===== config.mk =====
export PLATFORM = sky130hd
export DESIGN_NAME = fifo_serializer_flat
export DESIGN_NICKNAME = d
export VERILOG_FILES = /design/src/rtl/fifo_serializer_if.sv /design/src/rtl/fifo_serializer.sv /design/src/flat_wrapper.sv
export SDC_FILE = /design/constraint.sdc
export NUM_CORES = 1
export LEC_CHECK = 0
export ABC_AREA = 1
export CAP_MARGIN = 20
export CORE_MARGIN = 2
export CORE_UTILIZATION = 51
export CTS_CLUSTER_SIZE = 16
export DETAILED_ROUTE_END_ITERATION = 10
export GPL_ROUTABILITY_DRIVEN = 0
export PLACE_DENSITY = 0.8
export SETUP_SLACK_MARGIN = 0.1
export SYNTH_ARGS = -nofsm -noshare
export SYNTH_HDL_FRONTEND = slang
export SYNTH_SLANG_ARGS = --single-unit

===== constraint.sdc =====
create_clock -name clk_i -period 2.4 [get_ports clk_i]
set_clock_uncertainty 0.15 [all_clocks]
set_input_delay 0.24 -clock clk_i [delete_from_list [all_inputs] [get_ports clk_i]]
set_output_delay 0.24 -clock clk_i [all_outputs]
set_load 0.02 [all_outputs]

===== src/rtl/fifo_serializer_if.sv =====
// FIFO read side plus narrow valid/ready chunk stream of the word serializer.
// master = serializer view, slave = the FIFO/consumer environment view.
interface fifo_serializer_if #(
  parameter int IN_WIDTH  = 16,
  parameter int OUT_WIDTH = 4
);
  logic                 fifo_empty_i;
  logic [IN_WIDTH-1:0]  fifo_data_i;
  logic                 fifo_read_o;
  logic                 out_valid_o;
  logic                 out_ready_i;
  logic [OUT_WIDTH-1:0] out_data_o;
  logic                 out_last_o;
  logic                 busy_o;

  modport master (
    input  fifo_empty_i, fifo_data_i, out_ready_i,
    output fifo_read_o, out_valid_o, out_data_o, out_last_o, busy_o
  );

  modport slave (
    output fifo_empty_i, fifo_data_i, out_ready_i,
    input  fifo_read_o, out_valid_o, out_data_o, out_last_o, busy_o
  );
endinterface


===== src/rtl/fifo_serializer.sv =====
// Pops FIFO words and emits them as OUT_WIDTH chunks; first chunk 2 cycles after the read strobe.
// Backpressure: out_ready_i low holds the current chunk and valid; no new read until the last chunk moves.
module fifo_serializer #(
  parameter int IN_WIDTH  = 16,
  parameter int OUT_WIDTH = 4,
  parameter bit MSB_FIRST = 1'b1
) (
  input logic                clk_i,
  input logic                reset_i,
  fifo_serializer_if.master  bus
);
  localparam int CHUNKS = IN_WIDTH / OUT_WIDTH;
  localparam int CNT_W  = $clog2(CHUNKS);
  localparam logic [CNT_W-1:0] LAST_CNT = CNT_W'(CHUNKS - 1);

  typedef enum logic [1:0] {
    IDLE,
    WAIT,
    SEND
  } state_e;

  state_e               state_q, state_d;
  logic [IN_WIDTH-1:0]  shreg_q, shreg_d;
  logic [CNT_W-1:0]     cnt_q, cnt_d;
  logic                 is_last;
  logic [OUT_WIDTH-1:0] chunk;

  assign is_last = (cnt_q == LAST_CNT);
  assign chunk   = MSB_FIRST ? shreg_q[IN_WIDTH-1 -: OUT_WIDTH] : shreg_q[OUT_WIDTH-1:0];
  assign bus.busy_o = (state_q != IDLE);

  always_comb begin
    state_d         = state_q;
    shreg_d         = shreg_q;
    cnt_d           = cnt_q;
    bus.fifo_read_o = 1'b0;
    bus.out_valid_o = 1'b0;
    bus.out_last_o  = 1'b0;
    bus.out_data_o  = '0;

    case (state_q)
      IDLE: begin
        if (!bus.fifo_empty_i) begin
          bus.fifo_read_o = 1'b1;
          state_d         = WAIT;
        end
      end
      WAIT: begin
        // Registered FIFO data is valid only in the cycle after the strobe.
        shreg_d = bus.fifo_data_i;
        cnt_d   = '0;
        state_d = SEND;
      end
      SEND: begin
        bus.out_valid_o = 1'b1;
        bus.out_data_o  = chunk;
        bus.out_last_o  = is_last;
        if (bus.out_ready_i) begin
          if (is_last) begin
            // Prefetch the next word under the last chunk to keep one bubble per word.
            if (!bus.fifo_empty_i) begin
              bus.fifo_read_o = 1'b1;
              state_d         = WAIT;
            end else begin
              state_d = IDLE;
            end
          end else begin
            shreg_d = MSB_FIRST ? (shreg_q << OUT_WIDTH) : (shreg_q >> OUT_WIDTH);
            cnt_d   = cnt_q + CNT_W'(1);
          end
        end
      end
      default: state_d = IDLE;
    endcase

    if (reset_i) begin
      bus.fifo_read_o = 1'b0;
    end
  end

  always_ff @(posedge clk_i) begin
    if (reset_i) begin
      state_q <= IDLE;
      shreg_q <= '0;
      cnt_q   <= '0;
    end else begin
      state_q <= state_d;
      shreg_q <= shreg_d;
      cnt_q   <= cnt_d;
    end
  end
endmodule


===== src/flat_wrapper.sv =====
// flat-port wrapper written by rule: the top's interface ports become plain ports
module fifo_serializer_flat 
#(
  parameter int IN_WIDTH  = 16,
  parameter int OUT_WIDTH = 4,
  parameter bit MSB_FIRST = 1'b1
)
  (clk_i, reset_i, bus_fifo_empty_i, bus_fifo_data_i, bus_out_ready_i, bus_fifo_read_o, bus_out_valid_o, bus_out_data_o, bus_out_last_o, bus_busy_o);
  fifo_serializer_if #(.IN_WIDTH(IN_WIDTH), .OUT_WIDTH(OUT_WIDTH)) bus_i ();
  input logic clk_i;
  input logic reset_i;
  input wire logic [$bits(bus_i.fifo_empty_i)-1:0] bus_fifo_empty_i;
  input wire logic [$bits(bus_i.fifo_data_i)-1:0] bus_fifo_data_i;
  input wire logic [$bits(bus_i.out_ready_i)-1:0] bus_out_ready_i;
  output wire logic [$bits(bus_i.fifo_read_o)-1:0] bus_fifo_read_o;
  output wire logic [$bits(bus_i.out_valid_o)-1:0] bus_out_valid_o;
  output wire logic [$bits(bus_i.out_data_o)-1:0] bus_out_data_o;
  output wire logic [$bits(bus_i.out_last_o)-1:0] bus_out_last_o;
  output wire logic [$bits(bus_i.busy_o)-1:0] bus_busy_o;
  assign bus_i.fifo_empty_i = bus_fifo_empty_i;
  assign bus_i.fifo_data_i = bus_fifo_data_i;
  assign bus_i.out_ready_i = bus_out_ready_i;
  assign bus_fifo_read_o = bus_i.fifo_read_o;
  assign bus_out_valid_o = bus_i.out_valid_o;
  assign bus_out_data_o = bus_i.out_data_o;
  assign bus_out_last_o = bus_i.out_last_o;
  assign bus_busy_o = bus_i.busy_o;
  fifo_serializer #(.IN_WIDTH(IN_WIDTH), .OUT_WIDTH(OUT_WIDTH), .MSB_FIRST(MSB_FIRST)) u_core (.clk_i(clk_i), .reset_i(reset_i), .bus(bus_i));
endmodule

==> metrics list, run 1 <==
* Arrival time at the worst endpoint: 1730 ps
* Largest stage delay on the critical path: between 600 and 700 ps
* H-tree depth reported by CTS: 1
* Worst-Skew Late Latency: 300 ps
- Highest clock rate: 471 MHz
* Max-capacitance violation count: 0
- Counting every net in the synthesized netlist gives 204.
- The Yosys step of the flow raised 0 warnings.
- The initial antenna violation count is 0.
* Detail-routed via count per cell: 4.73
- The region available for standard cell placement spans 2000 um^2.
- The die covers 2570 um^2.
* Area growth syn-to-layout: 27.8%
- Ratio of cells with drive above 1 in the final layout: 0.0670
- Antenna-violating nets left: 0
- Dividing the detail-routed wire length by the instance count gives 10.9 um.
- Setup slack on the critical path of the routed design comes to 276 ps.
- Vias after detailed routing: ~1100
* Cts-stage hold buffer count: 0
- During I/O placement, the number of pins put on the boundary was 28.
* Clock buffer depth: 2
* Period utilisation layout: 0.885
* Detailed-placement wirelength estimate: ~1.7 mm
* Final-layout fill cell count: 170
* Placed insts: 232
- VDD sags by at most between 0.3 and 0.4 mV.
- Number of register bits inferred by synthesis: 20
- The number of global-route vias before repair is 1009.
- In this run the tightest slew margin relative to its limit is 0.658.
- Leakage Power: 0.733 nW
- The tightest hold path in the finished design has a slack of 347 ps.
- The initial utilization of the core area, before any placement, comes to 0.555.
- Number of pins with negative max-slew slack in the final report: 0
* Worst Setup Path Type: reg -> out
* Number of buffer and inverter instances along the worst setup path: 2
- A synthesized cell averages approximately 6.1 um^2.
- Entering global routing, the biggest net connects 19 pins.
- The worst setup path is captured at a primary output.
- Number of diodes: 0
* Area taken by multi-input logic gates: 568 um^2
- Final cell count without fillers: 236
* Post-route total power: 0.000776 W
* Final sum of negative setup slack: 0 ps
* Number of nets in the finished design: 231
* Post-detailed-routing wire length: between 2 and 3 mm
- Across every metal layer, demand over resource in global routing totals 0.220.
- Power per unit of standard cell area: 546 nW/um^2
* Required time worst endpoint: 2010 ps
- Outcome: completed
- At the placement stage, the worst setup path has a slack of 335 ps.
- The critical path goes through inv_2 -> nand2_4 -> nor2_1 -> clkdlybuf4s50_1.
- The cell sitting at the root of the clock tree is a sky130_fd_sc_hd__clkbuf_4.
- Placement row count: 16
- Dominant delay contributor by cell family on the critical path: buffers and inverters
* Sequential standard cell area: 400 um^2
* Hold crit path type: in -> reg
- Unique masters post-synth: 17
- Transition time of the tightest slew-check pin: 510 ps
- The worst setup path is launched from a register.
- Die Width: 50.7 um
* TritonCTS clock tree: done
- In this run the worst path has a maximum fanout of 18.
- The first routing iteration left 18 violations.
- Final setup fails: 0
- The first global-routing pass estimated 4.26 mm of wire.
- Synthesis produced a netlist whose cell count is 183.
* IO buf count: 27
- Setup repair after global routing left no endpoint under its margin.
* CTS Buf Count: 3
- After global routing the overflow that remains totals 0.
- DRC errors left: 0
* First-pass iteration count of the detailed router: 4
- Sink Count: 20
* Count of final hold-check violations: 0
- Master of the slowest instance on the critical path: sky130_fd_sc_hd__clkdlybuf4s50_1
- Clock-pin slew was measured on the worst setup and hold paths at 120 ps.
* Part of the Yosys area used for sequential elements: 0.360
- The synthesized netlist occupies a cell area of 1110 um^2.
- The floorplan step set the die height to 50.7 um.
- Final min period: 2120 ps
where the power goes:
group	total [W]	switching, W	internal, W
registers	0.000379	0.0000163	0.000363
logic	0.000194	0.000109	0.0000857
clock network	0.000202	0.000110	0.0000926
worst paths after layout:
| path | startpoint | end | slack (ps) | cells after the start |
|---|---|---|---|---|
| setup / recovery | u_core.state_q[0]$_SDFFE_PP0P_ | bus_out_data_o[2] | 280 | 4 |
| hold / removal | bus_fifo_empty_i | u_core.state_q[0]$_SDFFE_PP0P_ | 350 | 2 |
| setup reg to reg | u_core.state_q[0]$_SDFFE_PP0P_ | u_core.shreg_q[7]$_SDFFE_PP0P_ | 760 | 6 |
| hold reg to reg | u_core.cnt_q[1]$_SDFFE_PP0P_ | u_core.cnt_q[1]$_SDFFE_PP0P_ | 360 | 2 |
routing by layer:
metal / vias up / track usage / routed length, um
li1: 598 / - / -
met1: 499 / 0.248 / 1170
met2: 18 / 0.417 / 1270
met3: 2 / 0.0357 / 97
met4: 0 / 0.0676 / 16
met5: - / 0 / 0
metrics by stage:
step	util	instance area [um^2]
after floorplan	-	1110
after detailed placement	0.690	1380
after CTS	0.708	1420
final	0.709	1420
after global routing	0.709	1420
after global placement	0.690	1380
cells in the mapped netlist:
cell type	number	share of area
sky130_fd_sc_hd__a21oi_1	3	0.014
sky130_fd_sc_hd__buf_2	3	0.014
sky130_fd_sc_hd__buf_4	2	0.014
sky130_fd_sc_hd__buf_6	1	0.010
sky130_fd_sc_hd__clkinv_1	1	0.0034
sky130_fd_sc_hd__dfxtp_1	20	0.36
sky130_fd_sc_hd__ha_1	1	0.011
sky130_fd_sc_hd__inv_1	23	0.078
sky130_fd_sc_hd__inv_2	3	0.010
sky130_fd_sc_hd__nand2_1	56	0.19
sky130_fd_sc_hd__nand2_4	2	0.020
sky130_fd_sc_hd__nand3_1	17	0.077
sky130_fd_sc_hd__nor2_1	44	0.15
sky130_fd_sc_hd__nor2_2	1	0.0056
sky130_fd_sc_hd__nor2_4	3	0.030
sky130_fd_sc_hd__nor4_1	2	0.011
sky130_fd_sc_hd__o21ai_0	1	0.0045
state kept, by name (all words and copies together), names as in the netlist:
signal,cells
u_core.shreg_q,16
u_core.cnt_q,2
u_core.state_q,2
cell type report:
class | count | share of cell area
sequential | 20 | 0.282
timing repair buffer | 28 | 0.197
multi-input combinational | 130 | 0.400
inverter | 27 | 0.0714
clock buffer | 4 | 0.0256
tap | 27 | 0.0238
what timing repair did:
| action | in CTS | in global routing |
|---|---|---|
| gates resized for setup | 0 | 1 |
| setup endpoints to repair | 0 | 1 |
| buffers inserted | 0 | 0 |
cells in the final DEF (no fill, tap or decap), drive strengths merged:
cell type,n
inv,26
dlymetal6s2s,1
ha,1
a21oi,3
clkdlybuf4s50,26
clkbuf,4
buf,1
dfxtp,20
nor2,48
nand3,17
clkinv,1
nor4,2
nand2,58
o21ai,1
cells by family (layout without fill, tap and decap cells):
| family | after synthesis | after routing | share of synthesized area |
|---|---|---|---|
| adder cells (fa/ha/maj) | 1 | 1 | 0.0113 |
| buffers and inverters | 33 | 59 | 0.128 |
| flip-flops | 20 | 20 | 0.360 |
| AND/OR/NAND/NOR | 125 | 125 | 0.482 |
| AO/OA/AOI/OAI | 4 | 4 | 0.0180 |
Power figures use the tool's default switching activity.
==> run 2, diff against run 1 <==
--- a/config.mk
+++ b/config.mk
@@ -14,6 +14,7 @@
 export GPL_ROUTABILITY_DRIVEN = 0
 export PLACE_DENSITY = 0.8
 export SETUP_SLACK_MARGIN = 0.1
+export SKIP_CTS_REPAIR_TIMING = 1
 export SYNTH_ARGS = -nofsm -noshare
 export SYNTH_HDL_FRONTEND = slang
 export SYNTH_SLANG_ARGS = --single-unit
==> results of run 2 <==
The final DEF is identical to that of run 1; final timing and power are the same.
